**config.mk**
```make
export PLATFORM = sky130hd
export DESIGN_NAME = mod_updown_counter
export DESIGN_NICKNAME = d
export VERILOG_FILES = /design/src/rtl/mod_updown_counter.sv
export SDC_FILE = /design/constraint.sdc
export NUM_CORES = 1
export LEC_CHECK = 0
export ABC_CLOCK_PERIOD_IN_PS = 1730
export CORE_AREA = 4 4 41 43
export CTS_BUF_LIST = sky130_fd_sc_hd__clkbuf_16
export DETAILED_ROUTE_END_ITERATION = 8
export DIE_AREA = 0 0 45 47
export SLEW_MARGIN = 25
export SYNTH_ARGS = -nofsm -noshare
export SYNTH_HDL_FRONTEND = slang
export SYNTH_SLANG_ARGS = --single-unit
```
**constraint.sdc**
```tcl
create_clock -name clk -period 1.73 [get_ports clk]
set_input_delay 0.4325 -clock clk [delete_from_list [all_inputs] [get_ports clk]]
set_output_delay 0.4325 -clock clk [all_outputs]
set_load 0.005 [all_outputs]
```
**src/rtl/mod_updown_counter.sv**
```systemverilog
// Parametrised up/down counter with programmable modulus, parallel load,
// cascade carry chain and selectable wrap/saturate behaviour at terminal count.
module mod_updown_counter #(
   parameter int WIDTH    = 4,
   parameter int MODULUS  = 16,
   parameter int SATURATE = 0
) (
   input  logic             clk,
   input  logic             mr,
   input  logic             load,
   input  logic             en,
   input  logic             ci,
   input  logic             dn,
   input  logic [WIDTH-1:0] d,
   output logic [WIDTH-1:0] q,
   output logic             co,
   output logic             ovf
);

   localparam logic [WIDTH-1:0] MAX_V  = WIDTH'(MODULUS - 1);
   localparam logic [WIDTH-1:0] ZERO_V = {WIDTH{1'b0}};
   localparam logic [WIDTH-1:0] ONE_V  = WIDTH'(1);
   localparam bit               SAT_B  = (SATURATE != 0);

   logic [WIDTH-1:0] cnt_q, cnt_d;
   logic             ovf_q, ovf_d;
   logic             tc_s;
   logic             step_s;

   // Terminal count depends on direction so a dn change moves co in the same cycle
   always_comb begin
      tc_s   = dn ? (cnt_q == ZERO_V) : (cnt_q == MAX_V);
      step_s = en & ci;
   end

   // Next-state selection: load beats count beats hold
   always_comb begin
      cnt_d = cnt_q;
      ovf_d = ovf_q;
      if (load) begin
         cnt_d = (d > MAX_V) ? MAX_V : d;
         ovf_d = 1'b0;
      end else if (step_s) begin
         if (tc_s) begin
            ovf_d = 1'b1;
            if (SAT_B) begin
               cnt_d = cnt_q;
            end else begin
               cnt_d = dn ? MAX_V : ZERO_V;
            end
         end else begin
            cnt_d = dn ? (cnt_q - ONE_V) : (cnt_q + ONE_V);
         end
      end else begin
         cnt_d = cnt_q;
         ovf_d = ovf_q;
      end
   end

   // State registers; mr clears immediately and holds them clear while high
   always_ff @(posedge clk or posedge mr) begin
      if (mr) begin
         cnt_q <= ZERO_V;
         ovf_q <= 1'b0;
      end else begin
         cnt_q <= cnt_d;
         ovf_q <= ovf_d;
      end
   end

   assign q   = cnt_q;
   assign ovf = ovf_q;
   assign co  = step_s & tc_s;

endmodule

```
==> results of run 1 <==
## power by group through the flow
stage	logic, W	clock network [W]	registers [W]
after CTS	0.000218	0.000380	0.000137
final	0.000244	0.000376	0.000139
after global routing	0.000265	0.000398	0.000140
after global placement	0.000189	0	0.000139
after detailed placement	0.000194	0	0.000139
after floorplan	0.0000733	0	0.000149
## per-stage QoR
step	hold slack [ns]	utilization	total power [W]
2_1_floorplan	0.2110	-	0.0002220
3_3_place_gp	0.4813	0.5125	0.0003278
3_5_place_dp	0.4963	0.5125	0.0003329
4_1_cts	0.4216	0.6346	0.0007358
5_1_grt	0.4318	0.6500	0.0008018
6_report	0.4143	0.6500	0.0007586
## flip-flops by register name, indices dropped and copies added, names as in the netlist
signal,count
q,4
ovf,1
## worst register-to-register path: cells and delay by family (launching register included)
kind	cells	cell delay [ns]
compound gates	3	0.38
buf+inv	2	0.29
flops	1	0.38
simple gates	1	0.54
## final timing paths
kind / slack, ns / cells after the start / from / end
hold reg to reg: 0.50 / 1 / ovf / ovf
setup reg to reg: 0.06 / 6 / q[2] / q[1]
max in group asynchronous: 1.13 / 2 / mr / q[2]
min in group clk: 0.50 / 1 / ovf / ovf
hold / removal: 0.41 / 2 / mr / q[1]
setup / recovery: -0.34 / 4 / q[2] / co
## layout make-up
type,count,area (um^2),area share
Clock inverter,1,3.754,0.004438
Inverter,5,18.77,0.02219
Timing Repair Buffer,32,279.0,0.3299
Clock buffer,3,75.07,0.08876
Tap cell,15,18.77,0.02219
Multi-Input combinational cell,35,325.3,0.3846
Sequential cell,5,125.1,0.1479
## logic make-up (layout without fill, tap and decap cells)
kind of cell | count (synthesis) | count (layout) | synth area share
compound gates | 17 | 17 | 0.2776
simple gates | 13 | 13 | 0.1924
buf+inv | 6 | 41 | 0.05678
flops | 5 | 5 | 0.3155
fa+ha+maj | 3 | 3 | 0.1136
xor+xnor | 2 | 2 | 0.04417
## placed cells by master (no fill, tap or decap), drive strengths merged, types with 2 or more instances in the layout
| master | instances |
|---|---|
| buf | 18 |
| clkdlybuf4s50 | 12 |
| inv | 6 |
| nand2 | 5 |
| dfrtp | 5 |
| a21oi | 5 |
| o21ai | 4 |
| clkbuf | 3 |
| o22ai | 2 |
| ha | 2 |
| nor3 | 2 |
## timing repair
item                                    CTS  global route
endpoints found under the setup margin    5             5
pin swaps                                 4             9
hold endpoints to repair                  0             0
gates resized for setup                  15            11
buffers inserted                          7             2
## metal layers
layer / up-vias / wire (um)
met4: 0 / 0
li1: 243 / -
met2: 19 / 689
met1: 217 / 571
met5: - / 0
met3: 0 / 108
==> implementation parameters, run 1 <==
Parameter                              Value

Power and ir drop
  Psw ... around 0.00019 W
  Sequential power share ... 0.183
  Clock Power Share ... 0.495
  Fraction of power consumed by combinational cells ... 0.322
  Worst vdd ir ... 0.5524 mV
  Switching power as a share of total power ... 0.2549
  Areal power density over the cells ... approximately 900 nW/um^2
  Leakage ... between 0.3 and 0.4 nW
  Internal power ... roughly 0.00057 W

Clock network
  CTS root buf ... sky130_fd_sc_hd__clkbuf_16
  Clk_lat worst skew ... 0.23 ns
  Htree depth ... 1
  Post-CTS Hold Fix Bufs ... 0
  Clock transition at the registers of the reported paths ... about 0.03 ns
  CTS tree ... built
  Maximum number of buffers from clock root to sink ... 2
  TritonCTS sink count ... 5
  Clock buffer count from CTS ... 3

Global route
  Met3 GRT Util ... 0.06130
  Global-route wire length before repair ... ~2300 um
  Met2 usage in global routing ... 0.2740
  GRT Residual Overflow ... 0
  Maximum number of pins on one net before global-route repair ... 10
  Vias in the first global route ... 516
  Initial antenna violation count ... 0
  Peak-usage layer in the global routing report ... met2
  Overall fraction of global-route tracks in use ... 0.1558
  Global routing met1 resource utilization ... 0.1736

Yosys
  Area fraction of the dominant cell type after synthesis ... 0.3155
  Most area-hungry cell type in the Yosys netlist ... sky130_fd_sc_hd__dfrtp_1
  Count of flip-flops with a built-in enable after synthesis ... 0
  Post-synthesis net count ... 59
  Combined area of all synthesized cells ... approximately 400 um^2
  Post-synthesis async set-or-reset flop share ... 1.000
  Number of cells produced by synthesis ... 46
  Commonest cells in the synthesized netlist ... sky130_fd_sc_hd__dfrtp_1, sky130_fd_sc_hd__inv_1, sky130_fd_sc_hd__nand2_1
  Mean post-synth cell area ... approximately 8.6 um^2
  Yosys cell types ... 25
  Main flop type after synthesis ... sky130_fd_sc_hd__dfrtp_1
  Share of the yosys chip area belonging to registers ... 0.3155
  Count of yosys warnings during synthesis ... 0
  Synth Register Bits ... 5
  Largest cells by area after synthesis ... sky130_fd_sc_hd__dfrtp_1, sky130_fd_sc_hd__ha_1, sky130_fd_sc_hd__a21oi_1

STA
  Crit share post-route ... 1.195
  Slew of the pin with the lowest slew margin ... 0.2915 ns
  Final Worst Setup Slack ... -0.3373 ns
  Highest Clock Rate ... ~0.48 GHz
  Worst slew margin relative to its limit ... 0.8050
  Count of endpoints failing setup in the final report ... 1
  Number of hold violations in the final report ... 0
  Unrepaired setup endpoints after global routing ... true
  Total negative setup slack ... -0.3373 ns
  Minimum clock period after layout ... 2.067 ns
  Final Max Tran Viols ... 0
  Layout Skew ... between 0.003 and 0.004 ns

Worst setup path
  Critical path's slowest cell ... sky130_fd_sc_hd__or4b_4
  Crit path arrival time ... 1.63 ns
  Largest fanout on the critical path ... 2
  Worst path buffer plus inverter count ... 1
  Type of the worst setup path ... register to output pin
  Critical Path End Type ... output pin
  Delay of the slowest critical-path stage ... around 0.54 ns
  CP delay by family, top ... simple AND/OR/NAND/NOR gates
  CP Data Required Time ... 1.30 ns
  Cell breakdown of the critical path ... or4b_4 > or2_1 > a21oi_2 > buf_2
  Nature of the critical path startpoint ... register

Detailed routing
  Wire length per cell ... ~14 um
  Drt total wl ... roughly 1400 um
  Number of DRC markers after the initial detailed-route iteration ... 10
  Total via count in the routed design ... about 480
  DRC errors left ... 0
  Initial DRT Pass Iterations ... 4
  Antenna-violating nets left ... 0
  Via-per-instance ratio ... about 5.0

Place
  Post-Place Cells ... around 90
  Cell area after placement ... around 670 um^2
  HPWL Detailed ... 902.4 um
  Number of port buffers ... 15
  Placement Setup Slack ... -0.9730 ns
  Final weighted congestion in routability-driven placement ... roughly 0.7

Min path
  Classification of the worst-slack hold path ... input pin to asynchronous set/reset pin

Floorplan
  Area of the die ... roughly 2100 um^2
  Number of placement rows ... 13
  Core ar. ... between 1000 and 1500 um^2
  Starting utilization of the core area ... 0.3048
  Width of the die ... roughly 45 um
  IO Count ... 16
  Overall die height ... 47 um

Final layout
  Post-synthesis to final-layout area growth ... 113.2%
  Non-filler cells in the finished layout ... 96
  Fraction of final layout cells with drive strength greater than 1 ... 0.3704
  Final antenna diode count ... 0
  NumNets Final ... 95
  Final cell area excluding filler cells ... roughly 850 um^2
  Filler Cells Inserted ... between 100 and 150

Outcome
  Status ... finished with violations
  Violations in the final reports ... setup timing

Job
  Number of max-cap violations ... 0
Power figures use the tool's default switching activity.
==> run 2, diff against run 1 <==
--- a/config.mk
+++ b/config.mk
@@ -7,7 +7,6 @@
 export LEC_CHECK = 0
 export ABC_CLOCK_PERIOD_IN_PS = 1730
 export CORE_AREA = 4 4 41 43
-export CTS_BUF_LIST = sky130_fd_sc_hd__clkbuf_16
 export DETAILED_ROUTE_END_ITERATION = 8
 export DIE_AREA = 0 0 45 47
 export SLEW_MARGIN = 25
==> constraint.sdc (replaced) <==
create_clock -name clk -period 1.73 [get_ports clk]
set_input_delay 0.2595 -clock clk [delete_from_list [all_inputs] [get_ports clk]]
set_output_delay 0.2595 -clock clk [all_outputs]
set_load 0.005 [all_outputs]
==> implementation parameters, run 2 (synthesis gave the netlist of run 1 again) <==
Parameter                              Value

Job
  Number of max-cap violations ... 0

Global route
  Vias in the first global route ... 491
  Maximum number of pins on one net before global-route repair ... 10
  Global-route wire length before repair ... 2028 um
  GRT Residual Overflow ... 0
  Initial antenna violation count ... 0
  Overall fraction of global-route tracks in use ... 0.1397

Clock network
  Clock buffer count from CTS ... 3
  CTS tree ... built
  Htree depth ... 1
  Clk_lat worst skew ... roughly 0.24 ns
  Maximum number of buffers from clock root to sink ... 2
  Post-CTS Hold Fix Bufs ... 0
  TritonCTS sink count ... 5
  Clock transition at the registers of the reported paths ... around 0.04 ns
  CTS root buf ... sky130_fd_sc_hd__clkbuf_4

Floorplan
  IO Count ... 16
  Number of placement rows ... 13
  Core ar. ... ~1300 um^2
  Width of the die ... between 40 and 50 um
  Overall die height ... roughly 47 um
  Area of the die ... roughly 2100 um^2
  Starting utilization of the core area ... 0.3048

STA
  Total negative setup slack ... -0.2887 ns
  Number of hold violations in the final report ... 0
  Slew of the pin with the lowest slew margin ... about 0.3 ns
  Worst slew margin relative to its limit ... 0.7942
  Smallest hold slack ... about 0.22 ns
  Unrepaired setup endpoints after global routing ... true
  Final Worst Setup Slack ... -0.1919 ns
  Crit share post-route ... 1.111
  Minimum clock period after layout ... just under 2 ns
  Layout Skew ... between 0.0005 and 0.0006 ns
  Count of endpoints failing setup in the final report ... 2
  Highest Clock Rate ... about 0.52 GHz
  Final Max Tran Viols ... 0

Final layout
  Post-synthesis to final-layout area growth ... 100.3%
  Max FFs per register ... 4
  Final antenna diode count ... 0
  NumNets Final ... 94
  Final cell area excluding filler cells ... ~790 um^2
  Top library cells by usage in the layout, fill and taps aside ... sky130_fd_sc_hd__clkdlybuf4s50_1, sky130_fd_sc_hd__buf_4, sky130_fd_sc_hd__nand2_1, sky130_fd_sc_hd__inv_1, sky130_fd_sc_hd__dfrtp_1
  Non-filler cells in the finished layout ... 95
  Layout Utilization ... 0.6106
  Area occupied by multi-input gates ... between 300 and 400 um^2
  Area taken by flip-flops and latches ... around 130 um^2
  Most frequent standard cell in the layout excluding fill and tap cells ... sky130_fd_sc_hd__clkdlybuf4s50_1
  Filler Cells Inserted ... around 110
  Fraction of final layout cells with drive strength greater than 1 ... 0.3625

Worst setup path
  Type of the worst setup path ... register to output pin
  CP Data Required Time ... between 1 and 1.5 ns
  Critical Path End Type ... output pin
  Reg2Reg Depth ... 8
  Largest fanout on the critical path ... 2
  Delay of the slowest critical-path stage ... approximately 0.54 ns
  Critical path's slowest cell ... sky130_fd_sc_hd__or4b_4
  Crit path arrival time ... about 1.7 ns
  CP delay by family, top ... simple AND/OR/NAND/NOR gates
  Nature of the critical path startpoint ... register
  Worst path buffer plus inverter count ... 1
  Cell breakdown of the critical path ... or4b_4 > or2_0 > a21oi_2 > buf_2
  Cell count along the critical path ... 4

Place
  HPWL Detailed ... just under 900 um
  Number of port buffers ... 15
  Final weighted congestion in routability-driven placement ... between 0.7 and 0.8
  Cell area after placement ... around 650 um^2
  Post-Place Cells ... slightly below 90

Power and ir drop
  Worst vdd ir ... between 0.2 and 0.3 mV
  Leakage ... 0.3294 nW
  Areal power density over the cells ... 642.6 nW/um^2

Detailed routing
  Initial DRT Pass Iterations ... 2
  Number of DRC markers after the initial detailed-route iteration ... 11
  Drt total wl ... 1265 um
  DRC errors left ... 0
  Via-per-instance ratio ... 4.989
  Antenna-violating nets left ... 0
  Total via count in the routed design ... about 470
  Wire length per cell ... about 13 um

Min path
  Classification of the worst-slack hold path ... input pin to asynchronous set/reset pin

Outcome
  Status ... finished with violations
  Violations in the final reports ... setup timing
[run 2: metrics by stage]
step | power [W] | setup WS [ns]
4_1_cts | 0.0004677 | -0.1868
3_5_place_dp | 0.0003240 | -0.6290
6_report | 0.0005106 | -0.1919
5_1_grt | 0.0005500 | -0.2733
2_1_floorplan | 0.0002220 | 0.1121
3_3_place_gp | 0.0003191 | -0.6206
[run 2: layer usage]
layer	global-route usage	vias up	share of wire
met3	0.06130	0	0.065
met5	0	-	0
met4	0.05263	0	0
li1	-	240	-
met2	0.2429	14	0.55
met1	0.1498	220	0.38
[run 2: path summary, 6_finish.rpt]
| kind | startpoint | to | slack (ns) |
|---|---|---|---|
| setup / recovery | q[2] | co | -0.19 |
| hold / removal | mr | q[3] | 0.22 |
| setup reg to reg | q[2] | ovf | -0.10 |
| hold reg to reg | ovf | ovf | 0.54 |
| max in group asynchronous | mr | q[0] | 1.34 |
| min in group clk | ovf | ovf | 0.54 |
[run 2: power by group]
| group | total, W | internal (W) | leakage, nW | switching, W |
|---|---|---|---|---|
| Clock | 0.000137 | 0.0000873 | 0.0150 | 0.0000493 |
| Combinational | 0.000236 | 0.000132 | 0.253 | 0.000105 |
| Sequential | 0.000138 | 0.000129 | 0.0610 | 0.00000830 |
[run 2: layout make-up]
class,count,share of cell area
multi-input combinational,35,0.4110
timing repair buffer,31,0.3512
sequential,5,0.1575
clock buffer,4,0.03307
inverter,5,0.02362
tap,15,0.02362
[run 2: timing repair]
item | in CTS | in global routing
buffers inserted | 4 | 2
pin swaps | 4 | 9
gates resized for setup | 8 | 13
setup endpoints to repair | 3 | 3
